--- src/rtl/pipeline_stall_ctrl.sv ---
// Central stall/flush controller for the 5-stage pipeline.
// Drives PC and stage-register enables/clears and sequences exception redirects.
module pipeline_stall_ctrl #(
  parameter int PC_WIDTH  = 32,
  parameter int CNT_WIDTH = 32
) (
  input  logic                 clk,
  input  logic                 rst_n,
  input  logic                 stcl_lw,
  input  logic                 stcl_jmp,
  input  logic                 ibus_busy,
  input  logic                 div_busy,
  input  logic                 dbus_busy,
  input  logic                 exc_flush,
  input  logic [PC_WIDTH-1:0]  exc_pc,
  output logic                 PC_en,
  output logic                 IF_ID_en,
  output logic                 ID_EXE_en,
  output logic                 EXE_MEM_en,
  output logic                 MEM_WB_en,
  output logic                 IF_ID_clr,
  output logic                 ID_EXE_clr,
  output logic                 EXE_MEM_clr,
  output logic                 MEM_WB_clr,
  output logic                 redirect_valid,
  output logic [PC_WIDTH-1:0]  redirect_pc,
  output logic [CNT_WIDTH-1:0] stall_cnt
);

  localparam logic [1:0] RUN       = 2'd0;
  localparam logic [1:0] WAIT_IBUS = 2'd1;
  localparam logic [1:0] REDIRECT  = 2'd2;

  logic [1:0] state;
  logic [1:0] state_nx;
  logic       accept;

  assign accept = (state == RUN) && exc_flush;

  always_comb begin
    state_nx       = state;
    PC_en          = 1'b1;
    IF_ID_en       = 1'b1;
    ID_EXE_en      = 1'b1;
    EXE_MEM_en     = 1'b1;
    MEM_WB_en      = 1'b1;
    IF_ID_clr      = 1'b0;
    ID_EXE_clr     = 1'b0;
    EXE_MEM_clr    = 1'b0;
    MEM_WB_clr     = 1'b0;
    redirect_valid = 1'b0;
    if (!rst_n) begin
      PC_en       = 1'b0;
      IF_ID_en    = 1'b0;
      ID_EXE_en   = 1'b0;
      EXE_MEM_en  = 1'b0;
      MEM_WB_en   = 1'b0;
      IF_ID_clr   = 1'b1;
      ID_EXE_clr  = 1'b1;
      EXE_MEM_clr = 1'b1;
      MEM_WB_clr  = 1'b1;
    end else begin
      case (state)
        WAIT_IBUS: begin
          PC_en       = 1'b0;
          IF_ID_en    = 1'b0;
          ID_EXE_en   = 1'b0;
          EXE_MEM_en  = 1'b0;
          MEM_WB_en   = 1'b0;
          IF_ID_clr   = 1'b1;
          ID_EXE_clr  = 1'b1;
          EXE_MEM_clr = 1'b1;
          MEM_WB_clr  = 1'b1;
          if (!ibus_busy)
            state_nx = REDIRECT;
        end
        REDIRECT: begin
          redirect_valid = 1'b1;
          IF_ID_en       = 1'b0;
          ID_EXE_en      = 1'b0;
          EXE_MEM_en     = 1'b0;
          MEM_WB_en      = 1'b0;
          IF_ID_clr      = 1'b1;
          ID_EXE_clr     = 1'b1;
          EXE_MEM_clr    = 1'b1;
          MEM_WB_clr     = 1'b1;
          state_nx       = RUN;
        end
        default: begin
          state_nx = RUN;
          // Priority order: flush beats every stall, deeper stalls beat shallower.
          if (exc_flush) begin
            PC_en       = 1'b0;
            IF_ID_clr   = 1'b1;
            ID_EXE_clr  = 1'b1;
            EXE_MEM_clr = 1'b1;
            MEM_WB_clr  = 1'b1;
            state_nx    = ibus_busy ? WAIT_IBUS : REDIRECT;
          end else if (dbus_busy) begin
            PC_en      = 1'b0;
            IF_ID_en   = 1'b0;
            ID_EXE_en  = 1'b0;
            EXE_MEM_en = 1'b0;
            MEM_WB_clr = 1'b1;
          end else if (div_busy) begin
            PC_en       = 1'b0;
            IF_ID_en    = 1'b0;
            ID_EXE_en   = 1'b0;
            EXE_MEM_clr = 1'b1;
          end else if (stcl_lw || stcl_jmp) begin
            PC_en      = 1'b0;
            IF_ID_en   = 1'b0;
            ID_EXE_clr = 1'b1;
          end else if (ibus_busy) begin
            PC_en     = 1'b0;
            IF_ID_clr = 1'b1;
          end
        end
      endcase
    end
  end

  always_ff @(posedge clk or negedge rst_n) begin
    if (!rst_n) begin
      state       <= RUN;
      redirect_pc <= '0;
      stall_cnt   <= '0;
    end else begin
      state <= state_nx;
      if (accept)
        redirect_pc <= exc_pc;
      if (!PC_en && (stall_cnt != '1))
        stall_cnt <= stall_cnt + 1'b1;
    end
  end

endmodule

--- config.mk ---
export PLATFORM = sky130hd
export DESIGN_NAME = pipeline_stall_ctrl
export DESIGN_NICKNAME = d
export VERILOG_FILES = /design/src/rtl/pipeline_stall_ctrl.sv
export SDC_FILE = /design/constraint.sdc
export NUM_CORES = 1
export LEC_CHECK = 0
export ABC_AREA = 0
export ABC_CLOCK_PERIOD_IN_PS = 5900
export CAP_MARGIN = 20
export CELL_PAD_IN_SITES_DETAIL_PLACEMENT = 1
export CELL_PAD_IN_SITES_GLOBAL_PLACEMENT = 2
export CORE_UTILIZATION = 25
export CTS_BUF_LIST = sky130_fd_sc_hd__clkbuf_2 sky130_fd_sc_hd__clkbuf_4 sky130_fd_sc_hd__clkbuf_8
export DETAILED_ROUTE_END_ITERATION = 7
export PLACE_DENSITY = 0.84
export SYNTH_ARGS = -nofsm -noshare
export SYNTH_HDL_FRONTEND = slang
export SYNTH_SLANG_ARGS = --single-unit
--- constraint.sdc ---
create_clock -name clk -period 5.9 [get_ports clk]
set_input_delay 0.59 -clock clk [delete_from_list [all_inputs] [get_ports clk]]
set_output_delay 0.59 -clock clk [all_outputs]
set_load 0.02 [all_outputs]
Word level (Yosys, flattened, before mapping)
Cells that the tools add are included.

Output and inout bits: 74. Word-level logic and storage cells: 67. Register bits: 66.

Mux-type cells: 52. Add/sub/neg operators: 1. Equality and inequality tests: 4. Reduce and logical (&&, ||, !) cells: 7.

Operator list (number): $mux 1 (47); $add 32x1->32 const B (1); $ne 32x32->1 const B (1); $mux 2 (3); $pmux 2 s2 (1); $eq 2x1->1 const B (1); $eq 2x2->1 const B (1); $logic_and 1x1->1 (2); $logic_not 2->1 (1); $ne 2x2->1 const B (1); $pmux 1 s2 (1); $reduce_and 2->1 (1); $reduce_or 2->1 (1); $logic_not 1->1 (1); $logic_or 1x1->1 (1).

Logic depth before layout (Yosys ltp)
Gate-level depths: netlist of run 1.

Word-level depth: 9. Gate-level depth with buffers: 8.

Least setup slack after synthesis of run 1
OpenSTA, ideal clock, no wires.

Kind: input to register. Start point: in rst_n. End point: reg stall_cnt[22]. Data required time: 5775 ps. Slack: 3815 ps. Arrival time: 1960 ps. Stages: 5. Library setup time: 125 ps. Buffers on the path: 1. Cells stage by stage: and2_1 a22o_2 buf_4 nor4_1 mux2_2.

Cells in the longest elaborated chain, start to end: 3.

RTL lines: from (decl) (RTL line 8) `input logic rst_n,`; $mux 1 (RTL line 52) `if (!rst_n) begin`; net PC_en (RTL line 16) `output logic PC_en,`; $logic_not 1->1 (RTL line 132) `if (!PC_en && (stall_cnt != '1))`; $logic_and 1x1->1 (RTL line 132); to (signal assigned) (RTL line 133) `stall_cnt <= stall_cnt + 1'b1;`; to (decl) (RTL line 27) `output logic [CNT_WIDTH-1:0] stall_cnt`.

The timed path passes the listed nets, and every way through them passes these cells. A chain may end at the register's enable or synchronous reset.

Worst setup path after layout of run 1
Start point: in rst_n. End point: out PC_en.

Cells in the longest elaborated chain, start to end: 1.

RTL lines (RTL line): $mux 1 (52); to (decl) (16).

No other way between the ends.

==> results of run 1 <==
[cell usage in the layout (no fill, tap or decap), types with 4 or more instances in the layout]
cell type	count
nand3_1	12
nor2_1	9
ha_1	4
mux2_2	34
xor2_1	15
nor4_1	4
inv_1	8
and4_1	6
nor4_2	5
clkbuf_8	12
nor3_1	6
clkdlybuf4s50_1	112
nand4_1	8
dfrtp_1	66
and3_1	5
xnor2_1	15
nand2_1	23
[worst paths after layout]
path | from | cells past startpoint | slack [ns] | endpoint
max | rst_n | 4 | 2.58 | PC_en
min | rst_n | 1 | 0.38 | redirect_pc[25]$_DFFE_PN0P_
max reg2reg | state[0]$_DFFE_PN0P_ | 7 | 3.64 | stall_cnt[1]$_DFFE_PN0P_
min reg2reg | stall_cnt[19]$_DFFE_PN0P_ | 1 | 0.49 | stall_cnt[19]$_DFFE_PN0P_
max in group asynchronous | rst_n | 1 | 4.95 | stall_cnt[24]$_DFFE_PN0P_
min in group clk | stall_cnt[19]$_DFFE_PN0P_ | 1 | 0.49 | stall_cnt[19]$_DFFE_PN0P_
[logic make-up after synthesis]
family / after synthesis
flip-flops: 66
AO/OA/AOI/OAI: 10
AND/OR/NAND/NOR: 91
buffers and inverters: 16
XOR/XNOR: 30
adder cells (fa/ha/maj): 4
multiplexers: 34
[layout make-up]
| class | count | share of cell area (%) |
|---|---|---|
| clock buffer | 13 | 3.75 |
| clock inverter | 2 | 0.760 |
| inverter | 8 | 0.652 |
| multi-input combinational | 169 | 29.6 |
| sequential | 66 | 35.8 |
| tap | 168 | 4.56 |
| timing repair buffer | 115 | 24.8 |
[worst reg2reg max path, cell delays in order, from the launching register on]
cell and delay [ns]:
dfrtp_1 0.39, inv_1 0.09, ha_1 0.36, nor4b_1 0.07
a22o_2 0.37, a31oi_1 0.26, clkbuf_4 0.27, mux2_2 0.35
[power groups by stage]
stage	clock [W]	sequential (W)	combinational, W
after CTS	0.000418	0.000623	0.000565
final	0.000396	0.000621	0.000556
after global routing	0.000433	0.000634	0.000597
after global placement	0	0.000624	0.000553
after floorplan	0	0.000738	0.000170
after detailed placement	0	0.000632	0.000563
[metal layers]
layer	routed length, um	vias up	GRT usage (%)
li1	-	1123	-
met1	3390	1182	15.3
met2	3720	92	21.5
met3	543	8	4.25
met4	100	0	4.74
met5	0	-	0
[per-stage QoR]
step	utilization, %	area [um2]	setup WS [ns]
2_1_floorplan	-	3110	3.81
3_3_place_gp	36.4	4390	2.55
3_5_place_dp	36.4	4390	2.51
4_1_cts	38.1	4600	2.50
5_1_grt	38.2	4610	2.30
6_report	38.2	4610	2.58
[state kept, by name (all words and copies together) (netlist names)]
register	flops
stall_cnt	32
state	2
redirect_pc	32
==> impl_metrics.py, run 1 <==
metrics = {
    "floorplan": {
        "initial_core_util_pct": 25.8,
        "row_count": 40,
        "fp.coreArea_um2": 12100,
        "die_area_um2": 12900,
        "die_x_um": 113,
        "ios": 114,
        "die_h_um": 113,
    },
    "sta": {
        "rsz0062_at_grt": "false",
        "maxSlewHeadroom_pct": 40.5,
        "fin_crit_sh_pct": 56.3,
        "period_needed_ns": 3.32,
        "fmax_mhz": 301,
        "fin_setup_tns_ns": 0,
        "hold_ws_ns": 0.381,
        "worst_pin_slew_ns": 0.892,
        "fin_skew_ns": 0.00971,
        "drv_slew": 0,
        "finalSetupViolCount": 0,
        "hold_violations": 0,
    },
    "cts": {
        "ctsHtreeMaxLevel": 3,
        "cts-resized-gates": 0,
        "cts_tree": "yes",
        "clkLatencyLatePin_ns": 0.34,
        "cts.sinks": 66,
        "cts_setup_buffers": 0,
        "cts_root_buffer": "clkbuf_8",
        "cts_buffers": 9,
        "hold_buffers": 0,
        "clk_path_buf_depth": 2,
        "cts.clk_slew.worst_paths_ns": 0.07,
    },
    "yosys": {
        "yosysWarnings": 0,
        "synth_ff_type": "dfrtp_1",
        "netlist_area_um2": 3110,
        "seq_area_frac_synth_pct": 53.2,
        "syn_inst": 251,
        "syn-num-nets": 295,
        "synth_adder_area_share_pct": 1.61,
        "synth_edf_count": 0,
        "synth_area_leaders": "dfrtp_1 53%, mux2_2 12%, xnor2_1 4.2%, xor2_1 4.2%, nand2_1 2.8%",
        "netlist_top_cells_count": "66 x dfrtp_1, 34 x mux2_2, 23 x nand2_1",
        "synth_seq_cells": 66,
        "yosysMostFrequentCell": "dfrtp_1",
        "synth_xor_area_share_pct": 8.46,
        "synth.top_cell.area_share_pct": 53.2,
        "async_flop_share_pct": 100,
        "syn_area_per_cell_um2": 12.4,
        "synth_top_family_by_area": "simple AND/OR/NAND/NOR gates",
        "yosysUniqueCellTypes": 34,
        "synth_largest_area_cell": "dfrtp_1",
        "synth-compound-area-share_pct": 2.54,
        "muxShareOfSynthArea_pct": 12.3,
        "synth-simple-area-share_pct": 19.0,
    },
    "detailed_routing": {
        "vias_per_cell": 4.45,
        "route.detailed.drc": 0,
        "first_pass_iters": 4,
        "vias": 2405,
        "ant_nets": 0,
        "routedWlPerCell_um": 14.3,
        "wirelength_mm": 7.75,
        "dr.first_iter.drc_count": 75,
    },
    "setup_path": {
        "crit_buf_inv": 2,
        "crit_chain": "buf_4 > nor4b_1 > a22o_2 > clkdlybuf4s50_1",
        "path_max_fanout": 72,
        "crit_arrival_ns": 2.73,
        "cp-start-kind": "input port",
        "endpoint_kind": "output pin",
        "cpLargestDelayFamily": "buffers and inverters",
        "path_class": "input port to output pin",
        "critical-path-max-stage-delay_ns": 0.70,
        "cp_slowest_cell": "clkdlybuf4s50_1",
        "cp.required_ns": 5.31,
    },
    "finish": {
        "fillerInstances": 1306,
        "layout-drive-gt1-share_pct": 17.7,
        "nets": 413,
        "ff_latch_area_um2": 1650,
        "area_growth_pct": 48.3,
        "antenna-diode-count": 0,
        "multiInputGateArea_um2": 1370,
        "fin_cells": 541,
    },
    "global_route": {
        "grt_pass1_wl_mm": 12.8,
        "grt_pass1_vias": 2553,
        "antenna_found_initial": 0,
        "gr-total-overflow": 0,
        "grt_max_degree": 73,
        "grtUsageTotal_pct": 12.8,
    },
    "worst_hold_path": {
        "min-delay-path-class": "input port to asynchronous set/reset pin",
    },
    "power": {
        "combinationalPowerShare_pct": 35.3,
        "swShare_pct": 31.5,
        "switchingPower_w": 0.000495,
        "seq_power_share_pct": 39.5,
        "power.total_w": 0.00157,
        "p_leak_nw": 1.78,
        "p_int_w": 0.00108,
        "irDropWorstVdd_v": 0.0000951,
        "power.share.clock_pct": 25.2,
        "p_per_area_nw_per_um2": 341,
    },
    "placed_design": {
        "port_buffers": 113,
        "dp.final_hpwl_mm": 5.72,
        "place.gp.congestion": 0.746,
        "place_inst": 525,
    },
    "outcome": {
        "outcome": "finished clean",
    },
    "run": {
        "drv_cap": 0,
    },
}
No activity file was read; power rests on OpenSTA's default activity.
==> run 2, diff against run 1 <==
--- a/config.mk
+++ b/config.mk
@@ -6,7 +6,7 @@
 export NUM_CORES = 1
 export LEC_CHECK = 0
 export ABC_AREA = 0
-export ABC_CLOCK_PERIOD_IN_PS = 5900
+export ABC_CLOCK_PERIOD_IN_PS = 3100
 export CAP_MARGIN = 20
 export CELL_PAD_IN_SITES_DETAIL_PLACEMENT = 1
 export CELL_PAD_IN_SITES_GLOBAL_PLACEMENT = 2
==> constraint.sdc (replaced) <==
create_clock -name clk -period 3.1 [get_ports clk]
set_input_delay 0.31 -clock clk [delete_from_list [all_inputs] [get_ports clk]]
set_output_delay 0.31 -clock clk [all_outputs]
set_load 0.02 [all_outputs]
==> impl_metrics.py, run 2 (synthesis gave the netlist of run 1 again) <==
metrics = {
    "floorplan": {
        "die_h_um": 113,
        "row_count": 40,
        "die_area_um2": 12900,
        "initial_core_util_pct": 25.8,
        "die_x_um": 113,
        "fp.coreArea_um2": 12100,
        "ios": 114,
    },
    "cts": {
        "cts_setup_buffers": 0,
        "ctsHtreeMaxLevel": 3,
        "cts_root_buffer": "clkbuf_8",
        "cts_tree": "yes",
        "clk_path_buf_depth": 2,
        "clkLatencyLatePin_ns": 0.35,
        "cts.clk_slew.worst_paths_ns": 0.08,
        "cts_buffers": 9,
        "cts.sinks": 66,
    },
    "setup_path": {
        "path_class": "flip-flop to output pin",
        "endpoint_kind": "output pin",
        "path_max_fanout": 7,
        "crit_arrival_ns": 2.34,
        "cp-start-kind": "flip-flop",
        "cp.required_ns": 2.79,
        "reg2reg_slack_ns": 0.89,
    },
    "worst_hold_path": {
        "min-delay-path-class": "input port to asynchronous set/reset pin",
    },
    "placed_design": {
        "place_inst": 528,
        "port_buffers": 113,
        "dp.final_hpwl_mm": 5.96,
        "place.gp.congestion": 0.744,
    },
    "detailed_routing": {
        "routedWlPerCell_um": 14.8,
        "wirelength_mm": 8.06,
        "dr.first_iter.drc_count": 91,
        "first_pass_iters": 4,
        "route.detailed.drc": 0,
        "vias_per_cell": 4.45,
        "vias": 2431,
        "ant_nets": 0,
    },
    "global_route": {
        "antenna_found_initial": 1,
        "grtUsageTotal_pct": 13.4,
        "use_met1_pct": 15.4,
        "grt_pass1_wl_mm": 13.2,
        "grt_max_degree": 65,
        "grt_busiest_layer": "met2",
        "grt_pass1_vias": 2619,
        "gr-total-overflow": 0,
        "met3_usage_pct": 3.88,
        "use_met2_pct": 22.9,
    },
    "power": {
        "irDropWorstVdd_v": 0.000184,
        "p_leak_nw": 1.80,
        "seq_power_share_pct": 38.2,
        "p_int_w": 0.00209,
        "power.total_w": 0.00308,
        "swShare_pct": 32.2,
        "power.share.clock_pct": 27.0,
        "combinationalPowerShare_pct": 34.7,
        "switchingPower_w": 0.000992,
        "p_per_area_nw_per_um2": 661,
    },
    "finish": {
        "nets": 416,
        "reg.largest.list": "redirect_pc (32), stall_cnt (32), state (2)",
        "layout-drive-gt1-share_pct": 18.3,
        "area_growth_pct": 49.9,
        "fin_cells": 546,
        "final_cell_mix": "112 x clkdlybuf4s50_1, 66 x dfrtp_1, 34 x mux2_2",
        "final_common_cell": "clkdlybuf4s50_1",
    },
    "sta": {
        "hold_violations": 0,
        "drv_slew": 0,
        "period_needed_ns": 2.65,
        "finalSetupViolCount": 0,
        "worst_pin_slew_ns": 0.842,
        "fmax_mhz": 377,
        "hold_ws_ns": 0.386,
        "fin_skew_ns": 0.00823,
        "rsz0062_at_grt": "false",
        "fin_setup_tns_ns": 0,
        "maxSlewHeadroom_pct": 43.9,
        "fin_crit_sh_pct": 85.5,
    },
    "run": {
        "drv_cap": 0,
    },
    "outcome": {
        "outcome": "finished clean",
    },
}
[run 2: cell types whose count changed in the layout (fill, tap and decap cells not counted), sizes merged]
cell         change
buf              +3
clkinv           +2
clkbuf           -4
dlygate4sd3      +1
bufinv           +1
diode            +1
clkinvlp         +1
[run 2: worst paths after layout]
kind                                      startpoint                    endpoint  depth (start not counted)
max                             state[0]$_DFFE_PN0P_                  MEM_WB_clr                          5
min                                            rst_n        state[0]$_DFFE_PN0P_                          2
max reg2reg                     state[0]$_DFFE_PN0P_   stall_cnt[29]$_DFFE_PN0P_                          8
min reg2reg                stall_cnt[11]$_DFFE_PN0P_   stall_cnt[11]$_DFFE_PN0P_                          1
max in group asynchronous                      rst_n  redirect_pc[4]$_DFFE_PN0P_                          3
min in group clk           stall_cnt[11]$_DFFE_PN0P_   stall_cnt[11]$_DFFE_PN0P_                          1
[run 2: stage by stage]
step	instance area, um2	utilization, %	worst slack, ns
3_5_place_dp	4420	36.6	0.692
5_1_grt	4660	38.6	0.299
6_report	4660	38.6	0.448
2_1_floorplan	3110	-	1.02
3_3_place_gp	4420	36.6	0.776
4_1_cts	4650	38.6	0.437
[run 2: repair_timing]
action / 4_1_cts / 5_1_grt
hold endpoints to repair: 2 / 0
hold buffers: 1 / 0
gates resized for setup: 0 / 0
[run 2: per-layer routing]
layer  part of all wire [%]  up-vias  routed length (um)
met1                     42     1198                3420
met2                     49       89                3950
met4                    1.7        0                 138
met5                      0        -                   0
met3                    6.8       12                 545
li1                       -     1132                   -
[run 2: critical path, cell delays in order, from the launching register on]
cell and delay, ns:
dfrtp_1 0.39, inv_1 0.09, ha_1 0.35, nand2b_1 0.26
or3_1 0.35, clkdlybuf4s50_1 0.55
[run 2: layout make-up]
cell class | count | area [um2]
antenna | 1 | 2.50
clock buffer | 10 | 138
clock inverter | 6 | 90.1
fill | 1319 | 7410
inverter | 8 | 30.0
multi-input combinational | 169 | 1370
sequential | 66 | 1650
tap | 168 | 210
timing repair buffer | 118 | 1170
[run 2: power by group through the flow]
stage	clock network, W	registers, W	logic, W
final	0.000832	0.00118	0.00107
after global routing	0.000905	0.00121	0.00114
after CTS	0.000863	0.00118	0.00109
after detailed placement	0	0.00120	0.00108
after global placement	0	0.00119	0.00106
after floorplan	0	0.00140	0.000323
